$ cat src/rtl/pwm_pkg.sv
// pwm_pkg: shared encodings and reset constants for the pwm_gen_multi block.
//   pwm_mode_e : per-channel compare mode
//   MODE_RST / POL_RST : channel config values after reset
package pwm_pkg;

  typedef enum logic [1:0] {
    PWM_LEFT      = 2'b00,  // active while count <  cmp1
    PWM_RIGHT     = 2'b01,  // active while count >= cmp1
    PWM_UNALIGNED = 2'b10,  // active while cmp1 <= count < cmp2
    PWM_OFF       = 2'b11   // never active
  } pwm_mode_e;

  localparam pwm_mode_e MODE_RST = PWM_OFF;
  localparam logic      POL_RST  = 1'b0;

endpackage

$ cat src/rtl/pwm_gen_multi_if.sv
// pwm_gen_multi_if: control/status bundle of the PWM generator.
//   slave  : view of the PWM block (takes enables and writes, drives counter/outputs)
//   master : view of the register file driving the block
interface pwm_gen_multi_if #(
  parameter int NUM_CH = 4,
  parameter int CNT_W  = 16
);
  localparam int CH_W = (NUM_CH > 1) ? $clog2(NUM_CH) : 1;

  logic              pwm_en;
  logic              center_mode;
  logic              period_wr;
  logic [CNT_W-1:0]  period_in;
  logic              cfg_wr;
  logic [CH_W-1:0]   cfg_ch;
  logic [1:0]        cfg_mode;
  logic              cfg_pol;
  logic [CNT_W-1:0]  cfg_cmp1;
  logic [CNT_W-1:0]  cfg_cmp2;
  logic [CNT_W-1:0]  count_val;
  logic              period_tick;
  logic [NUM_CH-1:0] pwm_out;

  modport slave (
    input  pwm_en, center_mode, period_wr, period_in,
           cfg_wr, cfg_ch, cfg_mode, cfg_pol, cfg_cmp1, cfg_cmp2,
    output count_val, period_tick, pwm_out
  );

  modport master (
    output pwm_en, center_mode, period_wr, period_in,
           cfg_wr, cfg_ch, cfg_mode, cfg_pol, cfg_cmp1, cfg_cmp2,
    input  count_val, period_tick, pwm_out
  );
endinterface

$ cat src/rtl/pwm_channel.sv
// pwm_channel: one compare channel of pwm_gen_multi.
//   i_wr            : write pending config (mode/pol/cmp1/cmp2)
//   i_load          : copy pending -> active this cycle (boundary or disabled)
//   i_en            : global enable; when low the output sits at its inactive level
//   i_cnt           : shared counter value
//   o_pwm           : registered PWM output
module pwm_channel
  import pwm_pkg::*;
#(
  parameter int CNT_W = 16
) (
  input  logic             clk,
  input  logic             rst_n,
  input  logic             i_wr,
  input  logic [1:0]       i_mode,
  input  logic             i_pol,
  input  logic [CNT_W-1:0] i_cmp1,
  input  logic [CNT_W-1:0] i_cmp2,
  input  logic             i_load,
  input  logic             i_en,
  input  logic [CNT_W-1:0] i_cnt,
  output logic             o_pwm
);

  pwm_mode_e        r_mode_p, r_mode_a;
  logic             r_pol_p,  r_pol_a;
  logic [CNT_W-1:0] r_cmp1_p, r_cmp1_a;
  logic [CNT_W-1:0] r_cmp2_p, r_cmp2_a;
  logic             r_pwm;

  // On a load cycle the config being copied is already the one in force, so
  // the boundary count (0) is evaluated with the new settings: no partial pulse.
  pwm_mode_e        w_mode;
  logic             w_pol;
  logic [CNT_W-1:0] w_cmp1, w_cmp2;
  logic             w_act;

  assign w_mode = i_load ? r_mode_p : r_mode_a;
  assign w_pol  = i_load ? r_pol_p  : r_pol_a;
  assign w_cmp1 = i_load ? r_cmp1_p : r_cmp1_a;
  assign w_cmp2 = i_load ? r_cmp2_p : r_cmp2_a;

  always_comb begin
    w_act = 1'b0;
    case (w_mode)
      PWM_LEFT:      w_act = (i_cnt <  w_cmp1);
      PWM_RIGHT:     w_act = (i_cnt >= w_cmp1);
      PWM_UNALIGNED: w_act = (i_cnt >= w_cmp1) && (i_cnt < w_cmp2);
      default:       w_act = 1'b0;
    endcase
  end

  always_ff @(posedge clk or negedge rst_n) begin
    if (!rst_n) begin
      r_mode_p <= MODE_RST; r_pol_p <= POL_RST; r_cmp1_p <= '0; r_cmp2_p <= '0;
      r_mode_a <= MODE_RST; r_pol_a <= POL_RST; r_cmp1_a <= '0; r_cmp2_a <= '0;
      r_pwm    <= 1'b0;
    end else begin
      if (i_wr) begin
        r_mode_p <= pwm_mode_e'(i_mode);
        r_pol_p  <= i_pol;
        r_cmp1_p <= i_cmp1;
        r_cmp2_p <= i_cmp2;
      end
      r_mode_a <= w_mode;
      r_pol_a  <= w_pol;
      r_cmp1_a <= w_cmp1;
      r_cmp2_a <= w_cmp2;
      r_pwm    <= i_en ? (w_act ^ w_pol) : w_pol;
    end
  end

  assign o_pwm = r_pwm;

endmodule

$ cat src/rtl/pwm_gen_multi.sv
// pwm_gen_multi: multi-channel PWM generator with a shared period counter.
//   clk, rst_n : clock, async active-low reset
//   bus        : pwm_gen_multi_if.slave (enable, mode, shadowed period/channel
//                writes in; count_val, period_tick, pwm_out out)
// Period and channel configs are double-buffered and copied at each period
// boundary (count 0 while enabled) or every cycle while disabled.
module pwm_gen_multi
  import pwm_pkg::*;
#(
  parameter int NUM_CH = 4,
  parameter int CNT_W  = 16
) (
  input  logic            clk,
  input  logic            rst_n,
  pwm_gen_multi_if.slave  bus
);

  localparam int CH_W = (NUM_CH > 1) ? $clog2(NUM_CH) : 1;

  logic [CNT_W-1:0]  r_cnt, r_per_pend, r_per_act;
  logic              r_dir_dn, r_center_act;
  logic [CNT_W-1:0]  w_cnt_nxt, w_per;
  logic              w_dir_nxt, w_zero, w_load, w_ctr;
  logic [NUM_CH-1:0] w_pwm;

  assign w_zero = (r_cnt == '0);
  assign w_load = ~bus.pwm_en | w_zero;
  // Values in force for this count; on a load cycle they are the pending ones.
  assign w_per  = w_load ? r_per_pend : r_per_act;
  assign w_ctr  = w_load ? bus.center_mode : r_center_act;

  always_comb begin
    w_cnt_nxt = '0;
    w_dir_nxt = 1'b0;
    if (bus.pwm_en) begin
      if (w_zero) begin
        w_cnt_nxt = (w_per == '0) ? '0 : CNT_W'(1);
      end else if (!w_ctr) begin
        w_cnt_nxt = (r_cnt >= w_per) ? '0 : r_cnt + CNT_W'(1);
      end else if (r_dir_dn || (r_cnt >= w_per)) begin
        // r_cnt is nonzero here, so the decrement cannot underflow
        w_cnt_nxt = r_cnt - CNT_W'(1);
        w_dir_nxt = 1'b1;
      end else begin
        w_cnt_nxt = r_cnt + CNT_W'(1);
      end
    end
  end

  always_ff @(posedge clk or negedge rst_n) begin
    if (!rst_n) begin
      r_cnt        <= '0;
      r_dir_dn     <= 1'b0;
      r_per_pend   <= '0;
      r_per_act    <= '0;
      r_center_act <= 1'b0;
    end else begin
      r_cnt        <= w_cnt_nxt;
      r_dir_dn     <= w_dir_nxt;
      r_per_act    <= w_per;
      r_center_act <= w_ctr;
      if (bus.period_wr) r_per_pend <= bus.period_in;
    end
  end

  for (genvar g = 0; g < NUM_CH; g++) begin : g_ch
    pwm_channel #(.CNT_W(CNT_W)) u_ch (
      .clk    (clk),
      .rst_n  (rst_n),
      .i_wr   (bus.cfg_wr && (bus.cfg_ch == CH_W'(g))),
      .i_mode (bus.cfg_mode),
      .i_pol  (bus.cfg_pol),
      .i_cmp1 (bus.cfg_cmp1),
      .i_cmp2 (bus.cfg_cmp2),
      .i_load (w_load),
      .i_en   (bus.pwm_en),
      .i_cnt  (r_cnt),
      .o_pwm  (w_pwm[g])
    );
  end

  assign bus.count_val   = r_cnt;
  assign bus.period_tick = bus.pwm_en & w_zero;
  assign bus.pwm_out     = w_pwm;

endmodule

$ cat src/flat_wrapper.sv
// flat-port wrapper written by rule: the top's interface ports become plain ports
module pwm_gen_multi_flat import pwm_pkg::*;
#(
  parameter int NUM_CH = 4,
  parameter int CNT_W  = 16
)
  (clk, rst_n, bus_pwm_en, bus_center_mode, bus_period_wr, bus_period_in, bus_cfg_wr, bus_cfg_ch, bus_cfg_mode, bus_cfg_pol, bus_cfg_cmp1, bus_cfg_cmp2, bus_count_val, bus_period_tick, bus_pwm_out);
  pwm_gen_multi_if #(.NUM_CH(NUM_CH), .CNT_W(CNT_W)) bus_i ();
  input  logic clk;
  input  logic rst_n;
  input wire logic [$bits(bus_i.pwm_en)-1:0] bus_pwm_en;
  input wire logic [$bits(bus_i.center_mode)-1:0] bus_center_mode;
  input wire logic [$bits(bus_i.period_wr)-1:0] bus_period_wr;
  input wire logic [$bits(bus_i.period_in)-1:0] bus_period_in;
  input wire logic [$bits(bus_i.cfg_wr)-1:0] bus_cfg_wr;
  input wire logic [$bits(bus_i.cfg_ch)-1:0] bus_cfg_ch;
  input wire logic [$bits(bus_i.cfg_mode)-1:0] bus_cfg_mode;
  input wire logic [$bits(bus_i.cfg_pol)-1:0] bus_cfg_pol;
  input wire logic [$bits(bus_i.cfg_cmp1)-1:0] bus_cfg_cmp1;
  input wire logic [$bits(bus_i.cfg_cmp2)-1:0] bus_cfg_cmp2;
  output wire logic [$bits(bus_i.count_val)-1:0] bus_count_val;
  output wire logic [$bits(bus_i.period_tick)-1:0] bus_period_tick;
  output wire logic [$bits(bus_i.pwm_out)-1:0] bus_pwm_out;
  assign bus_i.pwm_en = bus_pwm_en;
  assign bus_i.center_mode = bus_center_mode;
  assign bus_i.period_wr = bus_period_wr;
  assign bus_i.period_in = bus_period_in;
  assign bus_i.cfg_wr = bus_cfg_wr;
  assign bus_i.cfg_ch = bus_cfg_ch;
  assign bus_i.cfg_mode = bus_cfg_mode;
  assign bus_i.cfg_pol = bus_cfg_pol;
  assign bus_i.cfg_cmp1 = bus_cfg_cmp1;
  assign bus_i.cfg_cmp2 = bus_cfg_cmp2;
  assign bus_count_val = bus_i.count_val;
  assign bus_period_tick = bus_i.period_tick;
  assign bus_pwm_out = bus_i.pwm_out;
  pwm_gen_multi #(.NUM_CH(NUM_CH), .CNT_W(CNT_W)) u_core (.clk(clk), .rst_n(rst_n), .bus(bus_i));
endmodule
$ cat config.mk
export PLATFORM = sky130hd
export DESIGN_NAME = pwm_gen_multi_flat
export DESIGN_NICKNAME = d
export VERILOG_FILES = /design/src/rtl/pwm_pkg.sv /design/src/rtl/pwm_gen_multi_if.sv /design/src/rtl/pwm_channel.sv /design/src/rtl/pwm_gen_multi.sv /design/src/flat_wrapper.sv
export SDC_FILE = /design/constraint.sdc
export NUM_CORES = 1
export LEC_CHECK = 0
export ABC_AREA = 1
export CORE_MARGIN = 5
export CORE_UTILIZATION = 65
export CTS_CLUSTER_SIZE = 14
export DETAILED_ROUTE_END_ITERATION = 8
export GPL_ROUTABILITY_DRIVEN = 0
export MAX_ROUTING_LAYER = met4
export PLACE_DENSITY = 0.85
export SKIP_LAST_GASP = 1
export SYNTH_ARGS = -nofsm -noshare
export SYNTH_HDL_FRONTEND = slang
export SYNTH_SLANG_ARGS = --single-unit
$ cat constraint.sdc
create_clock -name clk -period 9.4 [get_ports clk]
set_input_delay 1.88 -clock clk [delete_from_list [all_inputs] [get_ports clk]]
set_output_delay 1.88 -clock clk [all_outputs]
set_load 0.005 [all_outputs]
Yosys cells after proc, flatten, opt, wreduce, memory -nomap -nowiden:

Index checks and enable logic that the tools add are counted.

* add/subtract/negate cells: 2
* magnitude comparators: 13
* eq/ne operators: 11
* muxes and demuxes: 36
* bitwise operators: 7
* reduce and logical (&&, ||, !) cells: 16

Operator list (count)
* 2-to-1 mux 16 bit: 14
* < comparator 16 bit: 8
* greater-or-equal comparator 16 bit: 5
* logical NOT 16 bit: 2
* adder 16 x 1 -> 16 bit (second input constant): 1
* subtractor 16 x 1 -> 16 bit (second input constant): 1
* 2-to-1 mux 1 bit: 14
* == test 2 bit (second input constant): 6
* one-hot mux 1 bit (3 select lines): 4
* == test 2 x 1 -> 1 bit (second input constant): 5
* logical NOT 2 bit: 5
* logical AND 1 bit: 8
* 2-to-1 mux 2 bit: 4
* XOR 1 bit: 4
* bitwise AND 1 bit: 1
* logical OR 1 bit: 1
* NOT 1 bit: 1
* OR 1 bit: 1

* bits in registers: 334
* input port bits: 59
* word-level logic and storage cells: 126

Logic depth before layout (Yosys ltp):

* depth after elaboration: 9
* mapped depth: 28
* gate-level depth less buffers: 25

Cells and area by module:

A second synthesis with hierarchy kept.

* cells, all modules: 2052
* area total of the unflattened synthesis: 17332.9 µm²

By module, submodules not included
* pwm_channel (u_core.g_ch[2].u_ch ...): times used 2, cells an instance 407, area each 3507.1 µm², sequential area each 1781.7 µm²
* pwm_channel (u_core.g_ch[1].u_ch): times used 1, cells an instance 406, area each 3500.9 µm², sequential area each 1781.7 µm²
* pwm_channel (u_core.g_ch[0].u_ch): times used 1, cells an instance 405, area each 3498.4 µm², sequential area each 1781.7 µm²
* pwm_gen_multi: times used 1, cells an instance 427, area each 3319.4 µm², sequential area each 1251.2 µm²

Worst setup path after synthesis:

No wires, ideal clock.

* path kind: input-to-reg
* from: input bus_pwm_en
* to: register u_core.g_ch[3].u_ch.r_pwm
* library setup time: 113 ps
* data arrival time: 4076 ps
* data required time: 9287 ps
* slack: 5211 ps
* stages on the path: 22
* buffers on the path: 4
* path through: nand2_4 buf_6 buf_6 buf_2 buf_2 nand2_1 o21ai_0 inv_1 ha_1 a21oi_1 nand3b_1 a21oi_1 nor4_1 nand3_1 o21ai_2 nand2_1 nand2_1 nand2_1 nand2_1 nand2_1 nand2_1 inv_1

* longest elaborated chain between the ends: 8

Ends and longest elaborated chain
* from (decl): line flat_wrapper.sv:11 `input wire logic [$bits(bus_i.pwm_en)-1:0] bus_pwm_en;`
* NOT 1 bit (*): line pwm_gen_multi.sv:27 `assign w_load = ~bus.pwm_en | w_zero;`
* OR 1 bit (*): line pwm_gen_multi.sv:27
* 2-to-1 mux 16 bit (*): line pwm_channel.sv:40 `assign w_cmp1 = i_load ? r_cmp1_p : r_cmp1_a;`
* via u_core.g_ch[3].u_ch.w_cmp1[9]: line pwm_channel.sv:35 `logic [CNT_W-1:0] w_cmp1, w_cmp2;`
* greater-or-equal comparator 16 bit: line pwm_channel.sv:47, pwm_channel.sv:48
* logical AND 1 bit: line pwm_channel.sv:48 `PWM_UNALIGNED: w_act = (i_cnt >= w_cmp1) && (i_cnt < w_cmp2);`
* one-hot mux 1 bit (3 select lines) (*): line pwm_channel.sv:45 `case (w_mode)`
* XOR 1 bit (*): line pwm_channel.sv:69 `r_pwm <= i_en ? (w_act ^ w_pol) : w_pol;`
* 2-to-1 mux 1 bit (*): line pwm_channel.sv:69
* to (signal assigned): line pwm_channel.sv:69
* to (decl): line pwm_channel.sv:29 `logic r_pwm;`

The timed path passes the listed nets; every way through them passes the cells marked *.
A chain may end at the register's enable or synchronous reset.

Final worst setup path:

* from: input bus_pwm_en
* to: register u_core.g_ch[3].u_ch.r_pwm

* longest elaborated chain between the ends: 8

Ends and longest elaborated chain (line)
* NOT 1 bit: pwm_gen_multi.sv:27
* OR 1 bit: pwm_gen_multi.sv:27
* 2-to-1 mux 16 bit (on tied branches): pwm_channel.sv:40, pwm_channel.sv:41
* greater-or-equal comparator 16 bit or < comparator 16 bit (tied branches): pwm_channel.sv:47, pwm_channel.sv:48
* logical AND 1 bit: pwm_channel.sv:48
* one-hot mux 1 bit (3 select lines): pwm_channel.sv:45
* XOR 1 bit: pwm_channel.sv:69
* 2-to-1 mux 1 bit (*): pwm_channel.sv:69

Every way passes the cells marked *; elsewhere a longest branch is shown, timed or not.

==> flow_metrics.tcl <==
set metrics [dict create \
    status "completed" \
    syn-cell-area_mm2 0.01696 \
    fin_total_pwr_uw 5515 \
    nets 2153 \
    synthArstFlopShare 1.000 \
    p_per_area_mw_per_mm2 287.4 \
    dieWidth_um 171.5 \
    port-buffer-count 79 \
    via_per_inst 5.790 \
    slew_violations 0 \
    period_share 0.6500 \
    syn_to_final_growth_pct 13.15 \
    drtIter0Drc 1236 \
    synth_warnings 0 \
    fin_crit_ps 6110 \
    rsz0062_at_grt "false" \
    leakage_uw 0.009712 \
    die_h_um 171.5 \
    drc 0 \
    ir_worst_vdd_v 0.0002020 \
    grt_pass1_vias 13451 \
    rows 59 \
    wl_per_cell_um 18.35 \
    worstPathArrival_ps 6520 \
    grt_max_degree 191 \
    ys_ff_latch 334 \
    diodes 0 \
    clock_sinks 334 \
    synth_cells 1894 \
    drive_gt1_frac 0.08852 \
    antenna_found_initial 0 \
    synth.avg_cell_area_um2 8.953 \
    layout_common_cells "nand2_1, dfrtp_1, o21ai_0" \
    setup_violations 0 \
    totalWireLength_mm 42.42 \
    layout_commonest_cell "nand2_1" \
    tightest_slew_ps 1132 \
    cp.required_ps 9810 \
    start_util 0.6544 \
    synthesis.nets 2095 \
    hold_path_depth 2 \
    max_freq_mhz 163.7 \
    grt_usage 0.3009 \
    dp_slack_ps 2930 \
    hold_viol_final 0 \
    max_cap_violations 0 \
    ys.flop_type "dfrtp_1" \
    htree_levels 2 \
    grt_pass1_wl_mm 68.50 \
    numCtsBuffers 36 \
    dr.pass1.iters 7 \
    die_area_mm2 0.02942 \
    dp_cells 2249 \
    seq_area_frac_synth 0.4941 \
    worstHoldPathType "reg2reg" \
    clk_path_buf_depth 3 \
    place.detailed.hpwl_mm 26.87 \
    fin_skew_ps 12.37 \
    start_kind "input port" \
    cts-root-buf "clkbuf_16" \
    cp-end-kind "flop" \
    cts_setup_buffers 0 \
    reg2reg_depth 24 \
    postRouteAntennaNets 0 \
    crit_fanout 87 \
    coreArea_mm2 0.02591 \
    overflow 0 \
    layout_setup_ws_ps 3290 \
    synth-edff-count 0 \
    netlist-cell-type-count 49 \
    pin_count 80 \
    final_cells 2312 \
    cts_resized 0 \
    clk-insertion-delay-late_ps 520 \
    setup-tns-final_ps 0 \
    vias 13387 \
    worst-setup-path-type "in2reg" \
    holdBufCountCts 0 \
    relSlewSlack 0.2451 \
    cts.clk_slew.worst_paths_ps 60 \
    cts_tree "yes" \
]
## flip-flops by register name, indices dropped and copies added (netlist names)
signal,flops
u_core.g_ch.u_ch.r_cmp1_a,64
u_core.g_ch.u_ch.r_cmp1_p,64
u_core.g_ch.u_ch.r_cmp2_a,64
u_core.g_ch.u_ch.r_cmp2_p,64
u_core.bus.count_val,16
u_core.r_per_act,16
u_core.r_per_pend,16
u_core.g_ch.u_ch.r_mode_a,8
u_core.g_ch.u_ch.r_mode_p,8
u_core.g_ch.u_ch.o_pwm,4
u_core.g_ch.u_ch.r_pol_a,4
u_core.g_ch.u_ch.r_pol_p,4
u_core.r_center_act,1
u_core.r_dir_dn,1
## synth_stat cells, types with 3 or more instances
library cell / count / area, um2
nand2_1: 345 / 1295
inv_2: 10 / 37.54
buf_2: 17 / 85.08
nand4_1: 12 / 75.07
a21oi_1: 72 / 360.4
nor2_1: 50 / 187.7
a211oi_1: 12 / 90.09
mux2_2: 4 / 45.04
nor4_2: 3 / 37.54
nand3_2: 6 / 60.06
o21a_1: 6 / 45.04
nor2_2: 6 / 37.54
nand3_1: 38 / 190.2
inv_1: 263 / 987.2
dfrtp_1: 318 / 7958
dfstp_2: 16 / 420.4
o211ai_1: 8 / 60.06
buf_6: 7 / 78.83
or2_1: 8 / 50.05
o221a_2: 3 / 33.78
nor3_1: 8 / 40.04
o21ai_2: 12 / 105.1
xor2_1: 19 / 166.4
buf_4: 4 / 30.03
ha_1: 142 / 1777
nor4_1: 4 / 25.02
nand2_2: 6 / 37.54
o21ai_1: 39 / 195.2
or2_0: 86 / 538.0
clkbuf_1: 46 / 172.7
or2_2: 26 / 162.7
o21ai_0: 274 / 1371
xnor2_1: 5 / 43.79
## where the power goes
part	total (uW)	internal (uW)	switching [uW]
Sequential	2120	1910	209
Combinational	1910	683	1220
Clock	1490	923	569
Total	5520	3510	2000
## per-stage QoR
| stage | utilization | hold slack, ps | instance area, um2 |
|---|---|---|---|
| floorplan | - | 441.7 | 16960 |
| global placement | 0.6923 | 456.1 | 17940 |
| detailed placement | 0.6923 | 460.1 | 17940 |
| CTS | 0.7405 | 473.8 | 19190 |
| global route | 0.7405 | 496.0 | 19190 |
| finish | 0.7405 | 475.9 | 19190 |
## cell families (layout without fill, tap and decap cells)
| group | Yosys count | in the layout | share of synthesized area |
|---|---|---|---|
| multiplexers | 4 | 4 | 0.002656 |
| flip-flops | 334 | 334 | 0.4941 |
| AO/OA/AOI/OAI | 434 | 434 | 0.1370 |
| adder cells (fa/ha/maj) | 142 | 142 | 0.1048 |
| AND/OR/NAND/NOR | 606 | 606 | 0.1656 |
| buffers and inverters | 350 | 433 | 0.08352 |
| XOR/XNOR | 24 | 24 | 0.01240 |
## layer usage
metal  track usage  vias up  wire (um)
li1              -     6235          -
met1        0.3949     6524      17430
met2        0.4790      507      20140
met3       0.04689      121       3178
met4        0.1120        0       1674
met5             -        -          0
## critical path: stages
cell,delay [ps]
clkdlybuf4s50_1,660
nand2_4,420
buf_4,760
buf_4,690
o21ai_0,240
ha_1,350
inv_1,50
nor2_1,110
nor2_1,50
o21a_1,170
o221ai_1,270
nand2_1,120
nand3_1,100
o21ai_2,60
nor2_1,80
nand2_1,50
nand2_1,120
nand3_1,90
nand2_1,100
inv_1,50
## worst paths after layout
| kind | startpoint | end | slack (ps) |
|---|---|---|---|
| setup / recovery | bus_pwm_en | u_core.g_ch[3].u_ch.o_pwm$_DFF_PN0_ | 3290 |
| hold / removal | u_core.g_ch[3].u_ch.r_cmp1_a[0]$_DFF_PN0_ | u_core.g_ch[3].u_ch.r_cmp1_a[0]$_DFF_PN0_ | 480 |
| setup reg to reg | u_core.bus.count_val[0]$_DFF_PN0_ | u_core.g_ch[3].u_ch.o_pwm$_DFF_PN0_ | 3980 |
| hold reg to reg | u_core.g_ch[3].u_ch.r_cmp1_a[0]$_DFF_PN0_ | u_core.g_ch[3].u_ch.r_cmp1_a[0]$_DFF_PN0_ | 480 |
| max in group asynchronous | rst_n | u_core.g_ch[3].u_ch.r_cmp1_p[6]$_DFFE_PN0P_ | 6300 |
| min in group asynchronous | rst_n | u_core.r_per_pend[0]$_DFFE_PN0P_ | 1470 |
## area by class of cell
type	instances	area [um2]
clock inverter	10	182.7
timing repair buffer	95	928.4
multi-input combinational	1210	7178
inverter	275	1035
sequential	334	8378
fill	1782	6724
clock buffer	53	1066
tap	335	419.2
(Power assumes the default switching activity.)
==> RTL edit: new RTL, same settings <==
`CNT_W` is set to 16 in 4 places; all go to 32.
--- a/src/rtl/pwm_gen_multi_if.sv
+++ b/src/rtl/pwm_gen_multi_if.sv
@@ -3,7 +3,7 @@
 //   master : view of the register file driving the block
 interface pwm_gen_multi_if #(
   parameter int NUM_CH = 4,
-  parameter int CNT_W  = 16
+  parameter int CNT_W  = 32
 );
   localparam int CH_W = (NUM_CH > 1) ? $clog2(NUM_CH) : 1;
 
--- a/src/rtl/pwm_channel.sv
+++ b/src/rtl/pwm_channel.sv
@@ -7,7 +7,7 @@
 module pwm_channel
   import pwm_pkg::*;
 #(
-  parameter int CNT_W = 16
+  parameter int CNT_W = 32
 ) (
   input  logic             clk,
   input  logic             rst_n,
--- a/src/rtl/pwm_gen_multi.sv
+++ b/src/rtl/pwm_gen_multi.sv
@@ -8,7 +8,7 @@
   import pwm_pkg::*;
 #(
   parameter int NUM_CH = 4,
-  parameter int CNT_W  = 16
+  parameter int CNT_W  = 32
 ) (
   input  logic            clk,
   input  logic            rst_n,
--- a/src/flat_wrapper.sv
+++ b/src/flat_wrapper.sv
@@ -2,7 +2,7 @@
 module pwm_gen_multi_flat import pwm_pkg::*;
 #(
   parameter int NUM_CH = 4,
-  parameter int CNT_W  = 16
+  parameter int CNT_W  = 32
 )
   (clk, rst_n, bus_pwm_en, bus_center_mode, bus_period_wr, bus_period_in, bus_cfg_wr, bus_cfg_ch, bus_cfg_mode, bus_cfg_pol, bus_cfg_cmp1, bus_cfg_cmp2, bus_count_val, bus_period_tick, bus_pwm_out);
   pwm_gen_multi_if #(.NUM_CH(NUM_CH), .CNT_W(CNT_W)) bus_i ();
Interface: changed (resized bus_cfg_cmp1, bus_cfg_cmp2, bus_count_val and bus_period_in); port bits go from 80 to 144. The function was not compared with the original's and may differ.
==> RTL edit against the original RTL <==
Sequential cell count up 304; synthesized cell count up 94%; via count up 94%; setup slack worse by 0.75 ns; design area up 93%; critical endpoint is now u_core.bus.count_val[25]; synthesized area up 92%; cell count up 94%; critical path type unchanged; critical path depth down 3; hold slack better by 0.0051 ns; routed wire length up 100%; first-iteration DRC count up 110%; total power up 96%; utilization up 0.092 points.
==> RTL edit: results (changes against the original RTL) <==
* P_leak at 0.01855 µW (+91%)
* Final wirelength at 86570 µm (+100%)
* Wire length per cell at 19.25 µm (+4.9%)
* Drt pass-1 iters at 7 (unchanged)
* Pin count of the biggest net entering global routing at 198 (+3.7%)
* Min-delay src: u_core.g_ch[2].u_ch.r_pol_p
* Antenna-violating nets left at 0 (unchanged)
* Cts bufs inserted at 67 (+86%)
* First-pass GRT wire length at 137500 µm (+100%)
* Post-Place Cells at 4375 (+95%)
* Synth cell count leaders: nand2_1 (650), dfrtp_1 (622), inv_1 (479), o21ai_0 (424), ha_1 (286)
* Final nets at 4165 (+93%)
* Placed Area at 34700 µm² (+93%)
* Ys async rst share at 100.0% (unchanged)
* Delay-heaviest family, CP: simple AND/OR/NAND/NOR gates
* Outcome: finished clean
* Post-Syn Nets at 4058 (+94%)
* Worst-path clk slew at 0.06 ns (about the same)
* Post-synthesis sequential area ratio at 48.99% (-0.42 points)
* Initial antenna violation count at 1 (+1)
* Via count at 26020 (+94%)
* Clk_skew at 0.01668 ns (+0.004304 ns)
* Peak supply drop at 0.1752 mV (-13%)
* Pre-CTS WS at 2.106 ns (-0.8240 ns)
* Post-DP HPWL at 55230 µm (+110%)
* # resized after CTS at 0 (unchanged)
* IO Port Bufs at 143 (+81%)
* Top cells by area, synth: dfrtp_1 (48%), ha_1 (11%), nand2_1 (7.5%)
* CTS Buffer Depth at 3 (unchanged)
* Worst-path maximum fanout at 66 (-24%)
* Post-synth cell types at 54 (+10%)
* Slew @ Worst Pin at 1.210 ns (+0.07808 ns)
* Ratio of cells with drive above 1 in the final layout at 13.16% (+4.3 points)
* Crit path DAT at 7.37 ns (+0.85 ns)
* Number of DRC markers in iteration 0 at 2643 (+110%)
* CTS H-Tree Depth at 3 (+1)
* Gr usage total at 32.84% (+2.7 points)
* Worst path max stage delay at 0.73 ns (-0.03 ns)
* Reg2Reg Launch Point: u_core.bus.count_val[0]
* Clock Latency Late Sink at 0.61 ns (+0.09 ns)
* CP max stage cell: nand2_1
* Post-synthesis cell count at 3665 (+94%)
==> RTL edit: cell types whose count changed after synthesis, sizes merged, moves of 72 or more <==
cell,delta
dfrtp,+304
nand2,+300
o21ai,+300
inv,+232
ha,+144
or2,+137
a21oi,+72
==> RTL edit: kinds of logic (layout without fill, tap and decap cells) <==
family          after synthesis  after routing  share of synthesized area, %
buf+inv                     655            813                         7.791
compound gates              822            822                         13.17
xor+xnor                     45             45                         1.208
mux                          25             25                        0.8627
flops                       638            638                         48.99
other cells                   0              1                             0
fa+ha+maj                   286            286                         10.97
simple gates               1194           1194                         17.02
==> RTL edit: final timing paths <==
check	end	slack [ns]	cells past startpoint
worst min-delay path	u_core.g_ch[2].u_ch.r_pol_p	0.48	2
max in group asynchronous	u_core.g_ch[1].u_ch.r_cmp2_p[10]	6.14	3
worst max register to register	u_core.bus.count_val[25]	2.90	20
worst min register to register	u_core.g_ch[2].u_ch.r_pol_p	0.48	2
min in group asynchronous	u_core.r_per_pend[1]	1.24	1
worst max-delay path	u_core.bus.count_val[25]	2.54	17
==> RTL edit: per-layer routing <==
layer / share of wire [%] / global-route usage, % / up-vias
met2: 47 / 50.87 / 1067
li1: - / - / 12160
met1: 40 / 41.94 / 12510
met5: 0 / - / -
met3: 8.2 / 7.362 / 292
met4: 5.4 / 14.55 / 0
==> RTL edit: final cells by class <==
class	instances	area, µm²
clock buffer	101	2082
inverter	507	1911
sequential	638	15990
fill	3527	12890
antenna	1	2.502
clock inverter	19	186.4
tap	672	840.8
multi-input combinational	2372	14150
timing repair buffer	186	1809
==> RTL edit: power by group <==
group | internal, µW | switching [µW] | leakage (µW)
sequential | 3540 | 307 | 0.00774
clock | 1620 | 1100 | 0.00112
combinational | 1550 | 2700 | 0.00968
